$ cat config.mk
export PLATFORM = sky130hd
export DESIGN_NAME = tt_pin_sequencer
export DESIGN_NICKNAME = d
export VERILOG_FILES = /design/src/rtl/tt_pin_sequencer.sv
export SDC_FILE = /design/constraint.sdc
export NUM_CORES = 1
export LEC_CHECK = 0
export BUFFER_PORTS_ARGS = -buffer_cell sky130_fd_sc_hd__buf_2
export CORE_MARGIN = 2
export CORE_UTILIZATION = 52
export DETAILED_ROUTE_END_ITERATION = 8
export PLACE_DENSITY = 0.85
export SLEW_MARGIN = 0
export SYNTH_ARGS = -nofsm -noshare
export SYNTH_HDL_FRONTEND = slang
export SYNTH_SLANG_ARGS = --single-unit
$ cat constraint.sdc
create_clock -name clk -period 3.05 [get_ports clk]
set_input_delay 0.4575 -clock clk [delete_from_list [all_inputs] [get_ports clk]]
set_output_delay 0.4575 -clock clk [all_outputs]
set_load 0.1 [all_outputs]
$ cat src/rtl/tt_pin_sequencer.sv
// Host-side initiator for the tile's multiplexed pin protocol: drives ui/uio,
// waits a programmable settle time, samples uo and returns it on a response port.
module tt_pin_sequencer #(
  parameter int unsigned SETTLE = 2,
  parameter int unsigned CNT_W  = 8
) (
  input  logic             clk,
  input  logic             rst_n,
  input  logic             req_valid,
  output logic             req_ready,
  input  logic [1:0]       req_mode,
  input  logic [5:0]       req_a,
  input  logic [5:0]       req_b,
  input  logic             req_cin,
  output logic             rsp_valid,
  input  logic             rsp_ready,
  output logic [7:0]       rsp_data,
  output logic [1:0]       rsp_mode,
  output logic [7:0]       pin_ui,
  output logic [7:0]       pin_uio,
  input  logic [7:0]       pin_uo,
  output logic             busy,
  output logic [CNT_W-1:0] txn_count
);

  localparam int unsigned SW = 4;

  typedef enum logic [1:0] {
    S_IDLE    = 2'd0,
    S_SETTLE  = 2'd1,
    S_CAPTURE = 2'd2,
    S_RESP    = 2'd3
  } state_t;

  state_t           r_state;
  state_t           w_state_nxt;
  logic             r_req_ready;
  logic             r_busy;
  logic [SW-1:0]    r_cnt;
  logic [7:0]       r_pin_ui;
  logic [7:0]       r_pin_uio;
  logic             r_rsp_valid;
  logic [7:0]       r_rsp_data;
  logic [1:0]       r_rsp_mode;
  logic [CNT_W-1:0] r_txn_count;
  logic             w_accept;
  logic             w_cnt_dec;
  logic             w_capture;
  logic             w_done;

  // State register; ready/busy are registered from the next state
  always_ff @(posedge clk or negedge rst_n) begin
    if (!rst_n) begin
      r_state     <= S_IDLE;
      r_req_ready <= 1'b1;
      r_busy      <= 1'b0;
    end else begin
      r_state     <= w_state_nxt;
      r_req_ready <= (w_state_nxt == S_IDLE);
      r_busy      <= (w_state_nxt != S_IDLE);
    end
  end

  // Next-state logic
  always_comb begin
    w_state_nxt = r_state;
    case (r_state)
      S_IDLE:    if (req_valid) w_state_nxt = (SETTLE == 0) ? S_CAPTURE : S_SETTLE;
      S_SETTLE:  if (r_cnt == SW'(1)) w_state_nxt = S_CAPTURE;
      S_CAPTURE: w_state_nxt = S_RESP;
      S_RESP:    if (r_rsp_valid && rsp_ready) w_state_nxt = S_IDLE;
      default:   w_state_nxt = S_IDLE;
    endcase
  end

  // Datapath strobes decoded from the current state
  always_comb begin
    w_accept  = 1'b0;
    w_cnt_dec = 1'b0;
    w_capture = 1'b0;
    w_done    = 1'b0;
    case (r_state)
      S_IDLE:    w_accept  = req_valid;
      S_SETTLE:  w_cnt_dec = 1'b1;
      S_CAPTURE: w_capture = 1'b1;
      S_RESP:    w_done    = r_rsp_valid && rsp_ready;
      default:   w_accept  = 1'b0;
    endcase
  end

  // Pins change only on acceptance so tile latch state stays stable between ops
  always_ff @(posedge clk or negedge rst_n) begin
    if (!rst_n) begin
      r_cnt       <= '0;
      r_pin_ui    <= '0;
      r_pin_uio   <= '0;
      r_rsp_valid <= 1'b0;
      r_rsp_data  <= '0;
      r_rsp_mode  <= '0;
      r_txn_count <= '0;
    end else begin
      if (w_accept) begin
        r_pin_ui  <= {req_mode, req_a};
        r_pin_uio <= {req_cin, 1'b0, req_b};
        r_cnt     <= SW'(SETTLE);
      end else if (w_cnt_dec) begin
        r_cnt <= r_cnt - SW'(1);
      end
      if (w_capture) begin
        r_rsp_data  <= pin_uo;
        r_rsp_mode  <= r_pin_ui[7:6];
        r_rsp_valid <= 1'b1;
      end else if (w_done) begin
        r_rsp_valid <= 1'b0;
        r_txn_count <= r_txn_count + CNT_W'(1);
      end
    end
  end

  assign req_ready = r_req_ready;
  assign busy      = r_busy;
  assign rsp_valid = r_rsp_valid;
  assign rsp_data  = r_rsp_data;
  assign rsp_mode  = r_rsp_mode;
  assign pin_ui    = r_pin_ui;
  assign pin_uio   = r_pin_uio;
  assign txn_count = r_txn_count;

endmodule
After elaboration in Yosys (flattened, before gate mapping)

Cells that the tools add are included.

Bits in registers: 42
Bits of input ports: 27
Logic and storage cells: 36

Add/subtract/negate cells: 2
Eq/ne operators: 4
Muxes and demuxes: 12
Bitwise operators: 1
Reductions and logical operators: 7

Operators by type and width:

| operator                                            | number |
|---|---|
| adder 8 x 1 -> 8 bit, second input constant         | 1 |
| 2-to-1 mux 4 bit                                    | 2 |
| one-hot mux 2 bit (4 select lines)                  | 1 |
| 2-to-1 mux 1 bit                                    | 6 |
| 2-to-1 mux 2 bit                                    | 3 |
| nonzero test 2 bit                                  | 3 |
| equality test 2 bit, second input constant          | 2 |
| equality test 4 x 1 -> 1 bit, second input constant | 1 |
| zero test 2 bit                                     | 2 |
| subtractor 4 x 1 -> 4 bit, second input constant    | 1 |
| equality test 2 x 1 -> 1 bit, second input constant | 1 |
| AND reduction 2 bit                                 | 1 |
| logical AND 1 bit                                   | 1 |
| inverter 1 bit                                      | 1 |

Depth between registers and ports, before layout

Depth in word-level cells: 4
Depth in mapped cells: 5
Depth with buffers taken out: 4

Worst setup path before layout

Ideal clock, no wire load.

Kind: reg2reg
Start point: register r_rsp_valid (netlist: rsp_valid)
End point: register r_txn_count[4] (netlist: txn_count[4])
Arrival: 1.664 ns
Required time: 2.892 ns
Setup slack: 1.228 ns
Cell stages (with the launch flop): 5
Buffers on the path: 1
Clock period less this slack: 1.822 ns
Cells stage by stage: dfrtp_1 > and4_1 > buf_2 > nand4_1 > xnor2_1

Cells in the longest elaborated chain, start to end: 3

RTL lines:

| item                          | RTL line | text |
|---|---|---|
| start, declared               | 42       | `logic r_rsp_valid;` |
| start signal, assigned        | 97       | `r_rsp_valid <= 1'b0;` |
| start signal, assigned        | 112      | `r_rsp_valid <= 1'b1;` |
| start signal, assigned        | 114      | `r_rsp_valid <= 1'b0;` |
| logical AND 1 bit             | 86       | `S_RESP: w_done = r_rsp_valid && rsp_ready;` |
| 2-to-1 mux 1 bit              | 82       | `case (r_state)` |
| AND reduction 2 bit (no line) | --       |  |
| end signal, assigned          | 115      | `r_txn_count <= r_txn_count + CNT_W'(1);` |
| end, declared                 | 45       | `logic [CNT_W-1:0] r_txn_count;` |

Every way passes these cells.
A chain may end at the register's enable or synchronous reset.

Final worst setup path

Start point: register r_state[0]
End point: register r_pin_uio[2] (netlist: pin_uio[2])

Cells in the longest elaborated chain, start to end: 2

RTL lines:

| item                   | RTL line | text |
|---|---|---|
| start, declared        | 35       | `state_t r_state;` |
| start signal, assigned | 58       | `r_state <= w_state_nxt;` |
| zero test 2 bit        | 82       |  |
| 2-to-1 mux 1 bit       | 82       |  |
| end signal, assigned   | 104      | `r_pin_uio <= {req_cin, 1'b0, req_b};` |
| end, declared          | 41       | `logic [7:0] r_pin_uio;` |

Every way passes these cells.

==> qor.csv <==
stage,metric,value,unit
drt,drt-pass1-iter-count,4,
clocking,post_cts_buffers,0,
finish,layout.nets,218,
clocking,clock_sinks,42,
place,dp_slack,1.14,ns
finish,post-route-util,65.9,%
die,die_width,62.7,um
grt,grt_pass1_wl,5620,um
worst_setup_path,critical_path_class,reg2reg,
drt,met1_length,1330,um
yosys,yosys_most_used_dff,dfrtp_1,
drt,drc,0,
yosys,synthesis.area,1790,um2
clocking,clk_pin_slew,0.12,ns
grt,track_usage,18.7,%
grt,grt_max_degree,43,
drt,final_antenna_net_count,0,
yosys,synth_edf_count,0,
yosys,synth_seq_cells,42,
sta,timing.fmax,0.523,GHz
clocking,cts_hold_buf,0,
worst_setup_path,path_max_fanout,16,
drt,vias_per_cell,5.06,
sta,maxSlewHeadroom,37.9,%
die,std_cell_rows,21,
grt,antenna_found_initial,0,
die,fp.coreArea,3310,um2
drt,wl,3170,um
die,start_util,54.1,%
die,die_height,62.7,um
drt,route.met3.wl,220,um
finish,n_antenna_cell,0,
sta,min_period,1.91,ns
clocking,cts_buffers,5,
clocking,cts_tree,built,
worst_setup_path,worstSetupEndpointType,flop,
yosys,ys_types,35,
drt,vias,1184,
place,place_congestion,0.750,
yosys,synthCells,125,
yosys,async_flop_share,100,%
drt,dr.first_iter.drc_count,61,
die,ios,64,
finish,drive_gt1_share,53.2,%
yosys,synth_warnings,0,
sta,timing.final.ws_setup,1.14,ns
finish,syn2layout_area_growth,21.7,%
sta,clock_skew,0.0124,ns
run_status,status,finished clean,
yosys,syn_area_per_cell,14.3,um2
clocking,clk_latency,0.35,ns
sta,rsz0062_at_grt,false,
clocking,cts-htree-levels,2,
sta,worstMarginPinSlew,0.931,ns
place,io_buffers,62,
die,die_area,3930,um2
worst_setup_path,crit_arrival,2.15,ns
flow_run,drv_cap,0,
drt,highest_layer,met4,
grt,grt-ovfl-total,0,
min_path,hp-class,in2async,
clocking,cts_resized,0,
sta,hold_ws,0.222,ns
worst_setup_path,required,3.29,ns
clocking,cts_root_buf,clkbuf_4,
yosys,ys_seq_area_share,58.7,%
drt,detail_route.wl_per_cell,13.6,um
clocking,cts_buffer_depth,2,
sta,fin_setup_tns,0,ns
sta,final-max-slew-violation-count,0,
drt,route.met2.wl,1580,um
yosys,synth_nets,155,
place,hpwlAfterDp,2350,um
grt,grt_pass1_vias,1233,
worst_setup_path,worstSetupStartpointType,flop,
sta,period_share,62.7,%
sta,hold_viol_final,0,
sta,finalSetupViolCount,0,
-- Yosys cell counts, types with 2 or more instances --
cell type	number	area share, %
dfrtp_1	41	57
mux2_2	17	11
mux2_4	9	7.5
nand2_1	8	1.7
inv_1	4	0.84
nor2_1	4	0.84
xor2_1	4	2.0
ha_1	3	2.1
nand3_1	3	0.84
nor3_1	3	0.84
xnor2_1	3	1.5
buf_2	2	0.56
buf_6	2	1.3
-- critical path: stages, from the launching register on --
cell	delay, ns
dfrtp_1	0.56
nor3b_4	0.82
mux2_2	0.42
-- flip-flops by register name (all words and copies together) (netlist names), 2 cells and up --
| signal | flops |
|---|---|
| rsp_mode | 2 |
| r_cnt | 4 |
| rsp_data | 8 |
| txn_count | 8 |
| pin_ui | 8 |
| r_state | 2 |
| pin_uio | 7 |
-- kinds of logic after synthesis --
group,after synthesis,synth area share (%)
AO/OA/AOI/OAI,9,3.77
XOR/XNOR,7,3.42
adder cells (fa/ha/maj),3,2.10
buffers and inverters,10,4.19
flip-flops,42,58.7
multiplexers,26,18.2
other,1,0.209
AND/OR/NAND/NOR,27,9.36
-- per-layer routing --
metal,track usage [%],up-vias
met5,0,-
met2,31.0,44
met3,6.13,5
met4,5.83,0
li1,-,557
met1,23.4,578
-- placed cells by master, fill, tap and decap left out, types with 3 or more instances in the layout --
cell and count:
buf_2 62, clkbuf_4 5, dfrtp_1 41, ha_1 3, inv_1 4, mux2_2 17
mux2_4 9, nand2_1 8, nand3_1 3, nor2_1 4, nor3_1 3, xnor2_1 3
xor2_1 4
-- stage by stage --
stage               cells  instance area (um2)
CTS                   234                 2180
floorplan             125                 1790
finish                234                 2180
global placement      227                 2100
detailed placement    227                 2100
global route          234                 2180
-- final cells by class --
class / instances / area [um2]
clock buffers: 6 / 51.3
clock inverters: 1 / 30.0
fillers: 261 / 1130
inverters: 4 / 15.0
multi-input cells: 73 / 664
flip-flops and latches: 42 / 1050
well taps: 46 / 57.6
repair buffers: 62 / 310
-- final timing paths --
kind                                      to         start  depth (start not counted)  slack, ns
worst max register to register    pin_uio[2]    r_state[0]                          2       1.14
worst min register to register  txn_count[7]  txn_count[7]                          1       0.46
worst max-delay path              pin_uio[2]    r_state[0]                          2       1.14
min in group clk                   pin_ui[6]   req_mode[0]                          2       0.33
max in group asynchronous           r_cnt[2]         rst_n                          1       2.27
worst min-delay path             rsp_data[4]         rst_n                          1       0.22
Power is not shown: default switching activity piles up to over one toggle a cycle in this logic, so the estimate is an artifact.
